[src/rtl/sa_wdata_steer_pkg.sv]
// Shared definitions for the slave-side write-data steering block: default
// geometry and the layouts of the order-FIFO and per-master queue entries.
package sa_wdata_steer_pkg;

    localparam int unsigned MstAmtDef         = 4;
    localparam int unsigned OutstandingAmtDef = 8;
    localparam int unsigned WdataFifoDepthDef = 16;
    localparam int unsigned DataWidthDef      = 32;
    localparam int unsigned TransDataLenWDef  = 8;

    // Order entry layout: {mst_id, len}, len in the low bits.
    function automatic int unsigned ord_entry_w(int unsigned id_w, int unsigned len_w);
        return id_w + len_w;
    endfunction

    // Queue entry layout: {data, strb, last}, last in bit 0.
    function automatic int unsigned q_entry_w(int unsigned data_w, int unsigned strb_w);
        return data_w + strb_w + 1;
    endfunction

endpackage

[src/rtl/sa_wdata_steer_fifo.sv]
// Generic synchronous FIFO with a registered-pointer, combinational read port.
// A push while full is refused (no bypass); a pop while empty is ignored.
module sa_wdata_steer_fifo #(
    parameter int unsigned Width = 8,
    parameter int unsigned Depth = 16
) (
    input  logic             clk_i,
    input  logic             rst_ni,
    input  logic             push_i,
    input  logic [Width-1:0] wdata_i,
    input  logic             pop_i,
    output logic [Width-1:0] rdata_o,
    output logic             full_o,
    output logic             empty_o
);

    localparam int unsigned PtrW = (Depth > 1) ? $clog2(Depth) : 1;

    logic [Width-1:0] mem_q [Depth];
    logic [PtrW-1:0]  wptr_q, rptr_q;
    logic [PtrW:0]    cnt_q;
    logic             do_push, do_pop;

    assign full_o  = (cnt_q == (PtrW + 1)'(Depth));
    assign empty_o = (cnt_q == '0);
    assign do_push = push_i & ~full_o;
    assign do_pop  = pop_i & ~empty_o;
    assign rdata_o = mem_q[rptr_q];

    // Pointers and occupancy; pointers wrap naturally since Depth is a power of 2.
    always_ff @(posedge clk_i) begin
        if (!rst_ni) begin
            wptr_q <= '0;
            rptr_q <= '0;
            cnt_q  <= '0;
        end else begin
            if (do_push) wptr_q <= wptr_q + PtrW'(1);
            if (do_pop)  rptr_q <= rptr_q + PtrW'(1);
            cnt_q <= cnt_q + (PtrW + 1)'(do_push) - (PtrW + 1)'(do_pop);
        end
    end

    // Storage array; contents are don't-care while empty, so no reset.
    always_ff @(posedge clk_i) begin
        if (do_push) mem_q[wptr_q] <= wdata_i;
    end

endmodule

[src/rtl/sa_wdata_steer.sv]
// Slave-side write-data steering: queues per-master W beats and forwards them
// to the slave in AW-grant order, with WLAST generated from the granted AxLEN.
module sa_wdata_steer
    import sa_wdata_steer_pkg::*;
#(
    parameter int unsigned MST_AMT          = MstAmtDef,
    parameter int unsigned MST_ID_W         = $clog2(MST_AMT),
    parameter int unsigned OUTSTANDING_AMT  = OutstandingAmtDef,
    parameter int unsigned WDATA_FIFO_DEPTH = WdataFifoDepthDef,
    parameter int unsigned DATA_WIDTH       = DataWidthDef,
    parameter int unsigned STRB_WIDTH       = DATA_WIDTH / 8,
    parameter int unsigned TRANS_DATA_LEN_W = TransDataLenWDef
) (
    input  logic                          ACLK_i,
    input  logic                          ARESETn_i,
    input  logic [DATA_WIDTH*MST_AMT-1:0] dsp_WDATA_i,
    input  logic [STRB_WIDTH*MST_AMT-1:0] dsp_WSTRB_i,
    input  logic [MST_AMT-1:0]            dsp_WLAST_i,
    input  logic [MST_AMT-1:0]            dsp_WVALID_i,
    input  logic [MST_AMT-1:0]            dsp_slv_sel_i,
    output logic [MST_AMT-1:0]            dsp_WREADY_o,
    input  logic [MST_ID_W-1:0]           AW_mst_id_i,
    input  logic [TRANS_DATA_LEN_W-1:0]   AW_AxLEN_i,
    input  logic                          AW_fifo_order_wr_en_i,
    output logic                          AW_stall_o,
    output logic [DATA_WIDTH-1:0]         s_WDATA_o,
    output logic [STRB_WIDTH-1:0]         s_WSTRB_o,
    output logic                          s_WLAST_o,
    output logic                          s_WVALID_o,
    input  logic                          s_WREADY_i,
    output logic                          wlast_err_o,
    output logic [MST_ID_W-1:0]           wlast_err_id_o
);

    localparam int unsigned QW = q_entry_w(DATA_WIDTH, STRB_WIDTH);
    localparam int unsigned OW = ord_entry_w(MST_ID_W, TRANS_DATA_LEN_W);

    logic [QW-1:0]               q_rdata [MST_AMT];
    logic [MST_AMT-1:0]          q_full, q_empty, q_push, q_pop;
    logic [OW-1:0]               ord_rdata;
    logic                        ord_full, ord_empty, ord_pop;
    logic [MST_ID_W-1:0]         head_id;
    logic [TRANS_DATA_LEN_W-1:0] head_len;
    logic [QW-1:0]               head_entry;
    logic                        head_empty;
    logic                        out_free, issue, last_due;
    logic [TRANS_DATA_LEN_W-1:0] cnt_q, cnt_d;
    logic [DATA_WIDTH-1:0]       wdata_q;
    logic [STRB_WIDTH-1:0]       wstrb_q;
    logic                        wlast_q, wvalid_q, err_q;
    logic [MST_ID_W-1:0]         err_id_q;

    // Per-master beat queues; a master not at the order head keeps enqueuing freely.
    for (genvar i = 0; i < MST_AMT; i++) begin : g_q
        assign q_push[i] = dsp_WVALID_i[i] & dsp_slv_sel_i[i] & ~q_full[i];

        sa_wdata_steer_fifo #(
            .Width(QW),
            .Depth(WDATA_FIFO_DEPTH)
        ) u_q (
            .clk_i  (ACLK_i),
            .rst_ni (ARESETn_i),
            .push_i (q_push[i]),
            .wdata_i({dsp_WDATA_i[i*DATA_WIDTH +: DATA_WIDTH],
                      dsp_WSTRB_i[i*STRB_WIDTH +: STRB_WIDTH],
                      dsp_WLAST_i[i]}),
            .pop_i  (q_pop[i]),
            .rdata_o(q_rdata[i]),
            .full_o (q_full[i]),
            .empty_o(q_empty[i])
        );
    end

    assign dsp_WREADY_o = ~q_full;

    sa_wdata_steer_fifo #(
        .Width(OW),
        .Depth(OUTSTANDING_AMT)
    ) u_order (
        .clk_i  (ACLK_i),
        .rst_ni (ARESETn_i),
        .push_i (AW_fifo_order_wr_en_i),
        .wdata_i({AW_mst_id_i, AW_AxLEN_i}),
        .pop_i  (ord_pop),
        .rdata_o(ord_rdata),
        .full_o (ord_full),
        .empty_o(ord_empty)
    );

    assign AW_stall_o = ord_full;
    assign head_id    = ord_rdata[OW-1 -: MST_ID_W];
    assign head_len   = ord_rdata[TRANS_DATA_LEN_W-1:0];

    // Select the queue of the master at the order head and decode per-queue pops.
    always_comb begin
        head_entry = '0;
        head_empty = 1'b1;
        q_pop      = '0;
        for (int i = 0; i < MST_AMT; i++) begin
            if (head_id == MST_ID_W'(i)) begin
                head_entry = q_rdata[i];
                head_empty = q_empty[i];
                q_pop[i]   = issue;
            end
        end
    end

    assign out_free = ~wvalid_q | s_WREADY_i;
    assign issue    = ~ord_empty & ~head_empty & out_free;
    assign last_due = (cnt_q == head_len);
    // Retiring the head on its last beat lets the next burst issue on the very next cycle.
    assign ord_pop  = issue & last_due;

    // Beat counter within the current burst; reloads to 0 as the burst retires.
    always_comb begin
        cnt_d = cnt_q;
        if (issue) cnt_d = last_due ? '0 : cnt_q + TRANS_DATA_LEN_W'(1);
    end

    // Output register: loads on issue, clears on acceptance, otherwise holds.
    always_ff @(posedge ACLK_i) begin
        if (!ARESETn_i) begin
            cnt_q    <= '0;
            wdata_q  <= '0;
            wstrb_q  <= '0;
            wlast_q  <= 1'b0;
            wvalid_q <= 1'b0;
        end else begin
            cnt_q <= cnt_d;
            if (issue) begin
                wdata_q  <= head_entry[QW-1 -: DATA_WIDTH];
                wstrb_q  <= head_entry[STRB_WIDTH:1];
                wlast_q  <= last_due;
                wvalid_q <= 1'b1;
            end else if (s_WREADY_i) begin
                wvalid_q <= 1'b0;
            end
        end
    end

    // WLAST mismatch: master's own WLAST disagrees with the counted length.
    always_ff @(posedge ACLK_i) begin
        if (!ARESETn_i) begin
            err_q    <= 1'b0;
            err_id_q <= '0;
        end else begin
            err_q <= issue & (head_entry[0] != last_due);
            if (issue & (head_entry[0] != last_due)) err_id_q <= head_id;
        end
    end

    assign s_WDATA_o      = wdata_q;
    assign s_WSTRB_o      = wstrb_q;
    assign s_WLAST_o      = wlast_q;
    assign s_WVALID_o     = wvalid_q;
    assign wlast_err_o    = err_q;
    assign wlast_err_id_o = err_id_q;

endmodule

[config.mk]
export PLATFORM = sky130hd
export DESIGN_NAME = sa_wdata_steer
export DESIGN_NICKNAME = d
export VERILOG_FILES = /design/src/rtl/sa_wdata_steer_pkg.sv /design/src/rtl/sa_wdata_steer_fifo.sv /design/src/rtl/sa_wdata_steer.sv
export SDC_FILE = /design/constraint.sdc
export NUM_CORES = 2
export LEC_CHECK = 0
export ABC_AREA = 1
export BUFFER_PORTS_ARGS = -buffer_cell sky130_fd_sc_hd__buf_2
export CAP_MARGIN = 20
export CELL_PAD_IN_SITES_DETAIL_PLACEMENT = 1
export CELL_PAD_IN_SITES_GLOBAL_PLACEMENT = 2
export CORE_ASPECT_RATIO = 0.8
export CORE_MARGIN = 4
export CORE_UTILIZATION = 39
export DETAILED_ROUTE_END_ITERATION = 10
export GPL_ROUTABILITY_DRIVEN = 0
export PLACE_DENSITY = 0.74
export SYNTH_ARGS = -nofsm -noshare
export SYNTH_HDL_FRONTEND = slang
export SYNTH_SLANG_ARGS = --single-unit
[constraint.sdc]
create_clock -name ACLK_i -period 6.4 [get_ports ACLK_i]
set_clock_uncertainty 0.2 [all_clocks]
set_input_delay 0.64 -clock ACLK_i [delete_from_list [all_inputs] [get_ports ACLK_i]]
set_output_delay 0.64 -clock ACLK_i [all_outputs]
set_load 0.005 [all_outputs]
# Word level (Yosys, flattened, before mapping)
# Memory sizes are Yosys's and may differ from the RTL's. A register that Yosys moved wholly into a read port is not among the register bits.
# Cells that the tools add are included.
[totals]
ff_bits = 111
ramBits = 2448
n_memories = 5
output_inout_bits = 46
[op_classes]
add_sub_neg = 21
eq_ne = 10
n_bitwise = 36
muxes = 35
reduce_logical = 7
[mem_list]
columns = ["memory", "depth", "width", "read_ports", "rd_ports_with_merged_regs", "write_ports", "line_no", "rtl"]
rows = [
  ["g_q[0].u_q.mem_q", 16, 37, 1, 1, 1, "sa_wdata_steer_fifo.sv:19", "logic [Width-1:0] mem_q [Depth];"],
  ["g_q[1].u_q.mem_q", 16, 37, 1, 1, 1, "sa_wdata_steer_fifo.sv:19", ""],
  ["g_q[2].u_q.mem_q", 16, 37, 1, 1, 1, "sa_wdata_steer_fifo.sv:19", ""],
  ["g_q[3].u_q.mem_q", 16, 37, 1, 1, 1, "sa_wdata_steer_fifo.sv:19", ""],
  ["u_order.mem_q", 8, 10, 1, 1, 1, "sa_wdata_steer_fifo.sv:19", ""],
]
[ops]
columns = ["cell", "n"]
rows = [
  ["$mux 37", 4],
  ["$add 4x1->4 const B", 8],
  ["$mux 4", 8],
  ["$and 1x1->1", 22],
  ["$add 5x1->5", 4],
  ["$eq 5x5->1 const B", 4],
  ["$logic_not 5->1", 4],
  ["$mux 1", 20],
  ["$sub 5x1->5", 4],
  ["$not 1->1", 12],
  ["$add 8x1->8 const B", 1],
  ["$eq 8x8->1", 1],
  ["$mux 8", 1],
  ["$add 3x1->3 const B", 2],
  ["$mux 3", 2],
  ["$add 4x1->4", 1],
  ["$eq 2x2->1 const B", 2],
  ["$eq 4x4->1 const B", 1],
  ["$logic_not 4->1", 1],
  ["$not 4->4", 1],
  ["$sub 4x1->4", 1],
  ["$eq 2x1->1 const B", 1],
  ["$logic_not 2->1", 1],
  ["$reduce_bool 2->1", 1],
  ["2 further kinds", 2],
]

# Logic depth before layout (Yosys ltp)
[depth]
word_depth = 12
ltp_mapped = 23
ltp_nobuf = 21

# Cells and area by module
# A second synthesis with hierarchy kept.
[unflattened]
hier_cells = 11023
hier_area_um2 = 112550.4
[by_module_without_submodules]
columns = ["mod", "cells_per_inst", "instances", "area_per_inst_um2", "seq_area_each_um2"]
rows = [
  ["sa_wdata_steer_fifo at g_q[2].u_q ...", 2517, 2, 26295.2, 18117.4],
  ["sa_wdata_steer_fifo at g_q[0].u_q ...", 2517, 2, 26290.2, 18117.4],
  ["sa_wdata_steer_fifo at u_order", 448, 1, 4271.6, 2662.6],
  ["sa_wdata_steer", 507, 1, 3108.0, 980.9],
]

# Worst setup path after synthesis
# No wires, ideal clock.
[synth_path]
kind = "register to register"
startpoint = "register g_q[0].u_q.cnt_q[2]"
endpoint = "memory g_q[0].u_q.mem_q[11][0] (netlist bit), enable pin"
path_stages_with_launch = 8
arrival_time_ps = 2666
period_less_slack_ps = 3297
n_path_buf = 0
slack_ps = 3103
required_time_ps = 5769
cell_sequence = "dfxtp_1 inv_1 ha_1 nand4_1 nand3_1 inv_1 nand2_1 nor2_1"
[synth_via]
elab_chain_cells = 6
[synth_rtl]
columns = ["element", "line_no", "rtl"]
rows = [
  ["start: declaration", "sa_wdata_steer_fifo.sv:21", "logic [PtrW:0] cnt_q;"],
  ["start signal: assignment", "sa_wdata_steer_fifo.sv:39", "cnt_q <= cnt_q + (PtrW + 1)'(do_push) - (PtrW + 1)'(do_pop);"],
  ["$eq 5x5->1 (*)", "sa_wdata_steer_fifo.sv:24", "assign full_o = (cnt_q == (PtrW + 1)'(Depth));"],
  ["$not 1->1 (*)", "sa_wdata_steer_fifo.sv:26, sa_wdata_steer.sv:55", ""],
  ["$and 1x1->1", "sa_wdata_steer.sv:55", "assign q_push[i] = dsp_WVALID_i[i] & dsp_slv_sel_i[i] & ~q_full[i];"],
  ["$and 1x1->1 (*)", "sa_wdata_steer_fifo.sv:26", "assign do_push = push_i & ~full_o;"],
  ["net g_q[0].u_q.do_push", "sa_wdata_steer_fifo.sv:22", "logic do_push, do_pop;"],
  ["$mux 1 (*)", "sa_wdata_steer_fifo.sv:45", "if (do_push) mem_q[wptr_q] <= wdata_i;"],
  ["$mux 1 (not written as such) (*)", "sa_wdata_steer_fifo.sv:45", ""],
  ["end: declaration", "sa_wdata_steer_fifo.sv:19", ""],
]
# Mark *: on every way through the listed nets, which the timed path passes. The rest lies on a longest branch.

==> summary.md <==
| Metric | Value |
|---|---|
| WS Path Type | `reg -> reg` |
| Clock buffers created by TritonCTS | `273` |
| Synth Warn # | `0` |
| Initial antenna violation count | `43` |
| Final Max Slew Viols | `0` |
| Placed insts | `11,200` |
| Layout area overhead | `14.9%` |
| Worst-path clk slew | `0.06 ns` |
| Hold crit path type | `in -> reg` |
| CP required | `6.90 ns` |
| Critical path arrival | `5.25 ns` |
| Synthesized area | `102,000 um^2` |
| Grt ovf | `0` |
| Fin crit period | `4.75 ns` |
| Power Dens Cells | `349 nW/um^2` |
| Register area share after synthesis | `74.7%` |
| Die H | `465 um` |
| Setup WS post-layout | `1.65 ns` |
| Cell Count, Final, Fillers Out | `11,900` |
| ANT nets after route | `0` |
| Htree depth | `5` |
| Buffers on Ports | `215` |
| Pre-CTS setup slack | `1.60 ns` |
| Starting DRT DRC Count | `6,586` |
| GRT met3 Usage | `3.34%` |
| CTS tree | `yes` |
| Fillers | `26,600` |
| Worst rel slew slack | `17.8%` |
| RSZ-0062 raised after global routing | `false` |
| Synth Register Bits | `2,578` |
| Starting Density | `39.3%` |
| Syn nets | `8,147` |
| Clock sinks | `2,578` |
| Busiest grt layer | `met2` |
| Clk_lat worst skew | `0.88 ns` |
| Peak supply drop | `0.237 mV` |
| Final Net Count | `8,413` |
| Setup_tns | `0 ns` |
| Final hold viol count | `0` |
| Clock Tree Root | `clkbuf_16` |
| Vias per cell | `5.73` |
| DRC viols | `0` |
| Rows | `167` |
| Power Total | `40.8 mW` |
| Routed WL | `328,000 um` |
| Synthesized instance count | `7,919` |
| GR Util met1 | `34.6%` |
| Startpoint types | `flop` |
| Status | `completed` |
| TritonRoute pass-1 iters | `5` |
| Synth unique cells | `42` |
| Via count | `68,000` |
| Post-CTS setup buffers | `0` |
| Ratio of cells with drive above 1 in the final layout | `10.0%` |
| WL per Instance | `27.7 um` |
| Bufs on Longest Clock Path | `4` |
| Period utilisation layout | `74.3%` |
| R2R Setup Slk | `1.65 ns` |
| Max-cap check violation count | `0` |
| Max Fanout on Critical Path | `42` |
| DPL Wire Length | `188,000 um` |
| First-pass GRT wire length | `478,000 um` |
| CORE AREA | `260,000 um^2` |
| Total Routing Usage GR | `23.8%` |
| M2 GR Usage | `37.3%` |
| Largest net degree at the start of global routing | `210` |
| Syn Area/Cell | `12.9 um^2` |
| IO Count | `216` |
| Final Setup Violations | `0` |
| Actual slew at the worst max-slew pin | `1.23 ns` |
| Area of the die | `270,000 um^2` |
| Horiz. Die Dim | `579 um` |
| Endpoint class of the critical path | `flop` |
| Leak | `38.5 nW` |
| Max Clk Rate | `210 MHz` |
| Number of global-route vias before repair | `68,700` |
## metal layers
layer / vias to the layer above / share of wire (%)
li1: 29800 / -
met1: 35400 / 45
met2: 2215 / 46
met3: 493 / 6.2
met4: 24 / 3.0
met5: - / 0.049
## cell type report
class / count / area [um^2] / share of cell area (%)
multi-input cells: 4611 / 23400 / 20.0
inverters: 200 / 790 / 0.674
well taps: 3464 / 4330 / 3.70
flip-flops and latches: 2578 / 76200 / 65.0
clock inverters: 114 / 996 / 0.851
diodes: 20 / 50.0 / 0.0427
clock buffers: 360 / 7370 / 6.29
repair buffers: 521 / 4000 / 3.42
## report_power, final
part	internal, mW	switching, mW	total, mW	leakage [nW]
logic	1.72	4.62	6.34	11.3
clock network	8.72	6.55	15.3	4.09
registers	18.9	0.344	19.2	23.1
total	29.3	11.5	40.8	38.5
## placed cells by master, fill, tap and decap left out, drive strengths merged, types with 10 or more instances in the layout
cell / Yosys / layout
dfxtp: 130 / 130
o22ai: 161 / 161
o21ai: 1292 / 1292
clkbuf: 403 / 361
nand4: 22 / 22
bufinv: 0 / 15
nand2: 614 / 614
clkinv: 6 / 92
dlygate4sd3: 0 / 161
diode: 0 / 20
o211ai: 175 / 175
nor2: 1491 / 1491
inv: 194 / 205
buf: 127 / 359
a21oi: 87 / 87
or2: 10 / 10
nor3: 19 / 19
nand3: 372 / 372
o221ai: 273 / 273
edfxtp: 2448 / 2448
ha: 53 / 53
## flip-flops by register name (all words and copies together) (netlist names), named ones only
name	cells
u_order.wptr_q	3
g_q.u_q.rptr_q	16
s_WLAST_o	1
s_WSTRB_o	4
cnt_q	8
s_WVALID_o	1
g_q.u_q.wptr_q	16
g_q.u_q.cnt_q	20
wlast_err_o	1
u_order.cnt_q	4
g_q.u_q.mem_q	2368
s_WDATA_o	32
wlast_err_id_o	2
u_order.rptr_q	3
u_order.mem_q	80
## critical path: stages (launching register included)
cell	delay, ns
dfxtp_1	0.30
buf_4	0.26
inv_2	0.57
nand2_1	0.12
nand3_1	0.13
nand3_1	0.08
nand2_1	0.32
nor2_4	0.06
buf_4	0.24
inv_2	0.65
nor2_8	0.10
ha_1	0.30
inv_1	0.05
ha_1	0.16
inv_1	0.06
fa_1	0.44
nor3_1	0.23
a211oi_1	0.09
o21ai_0	0.16
a21oi_1	0.06
## through the flow
| stage | instance area, um^2 | hold slack, ns | util [%] |
|---|---|---|---|
| after floorplan | 102000 | 0.260 | - |
| after global placement | 107000 | 0.251 | 41.2 |
| after CTS | 117000 | 0.00930 | 45.1 |
| final | 117000 | 0.0540 | 45.1 |
| after detailed placement | 107000 | 0.266 | 41.2 |
| after global routing | 117000 | 0.0649 | 45.1 |
## Yosys cell counts (all sizes together)
cell type	n	share of area, %
buf	127	0.63
inv	194	0.71
ha	53	0.65
a31oi	1	0.0061
clkbuf	403	1.5
xnor2	6	0.052
clkinv	6	0.022
a21oi	87	0.43
xor2	8	0.069
nor3	19	0.093
o21ai	1292	6.4
a2111oi	3	0.026
o221ai	273	2.3
nand4	22	0.14
nor2	1491	5.6
nand3	372	1.9
o211ai	175	1.3
nor4	2	0.012
fa	5	0.098
a211oi	4	0.029
o21a	9	0.066
o22ai	161	0.99
nand2	614	2.3
mux2i	2	0.020
edfxtp	2448	72
nor3b	1	0.012
or2	10	0.061
nand3b	1	0.0074
dfxtp	130	2.6
## cell families (layout without fill, tap and decap cells)
| logic type | count (synthesis) | after routing | synth area share (%) |
|---|---|---|---|
| adders and majority gates | 58 | 58 | 0.749 |
| AOI/OAI and AO/OA | 2005 | 2005 | 11.5 |
| and+or+nand+nor | 2532 | 2532 | 10.0 |
| DFF | 2578 | 2578 | 74.7 |
| other | 0 | 20 | 0 |
| xor gates and xnor gates | 14 | 14 | 0.120 |
| buffers and inverters | 730 | 1195 | 2.86 |
| muxes | 2 | 2 | 0.0196 |
## timing repair
item	in CTS	in global routing
gates resized for setup	0	0
hold buffers	161	0
endpoints found under the hold margin	2450	0
## path summary, 6_finish.rpt
check / endpoint / from / cells after the start
setup / recovery: g_q[3].u_q.cnt_q[4] / flop / 19
hold / removal: g_q[3].u_q.wptr_q[1] / dsp_slv_sel_i[3] / 4
setup reg to reg: g_q[3].u_q.cnt_q[4] / flop / 19
hold reg to reg: s_WDATA_o[7] / s_WDATA_o[7] / 2
(Power assumes the default switching activity.)
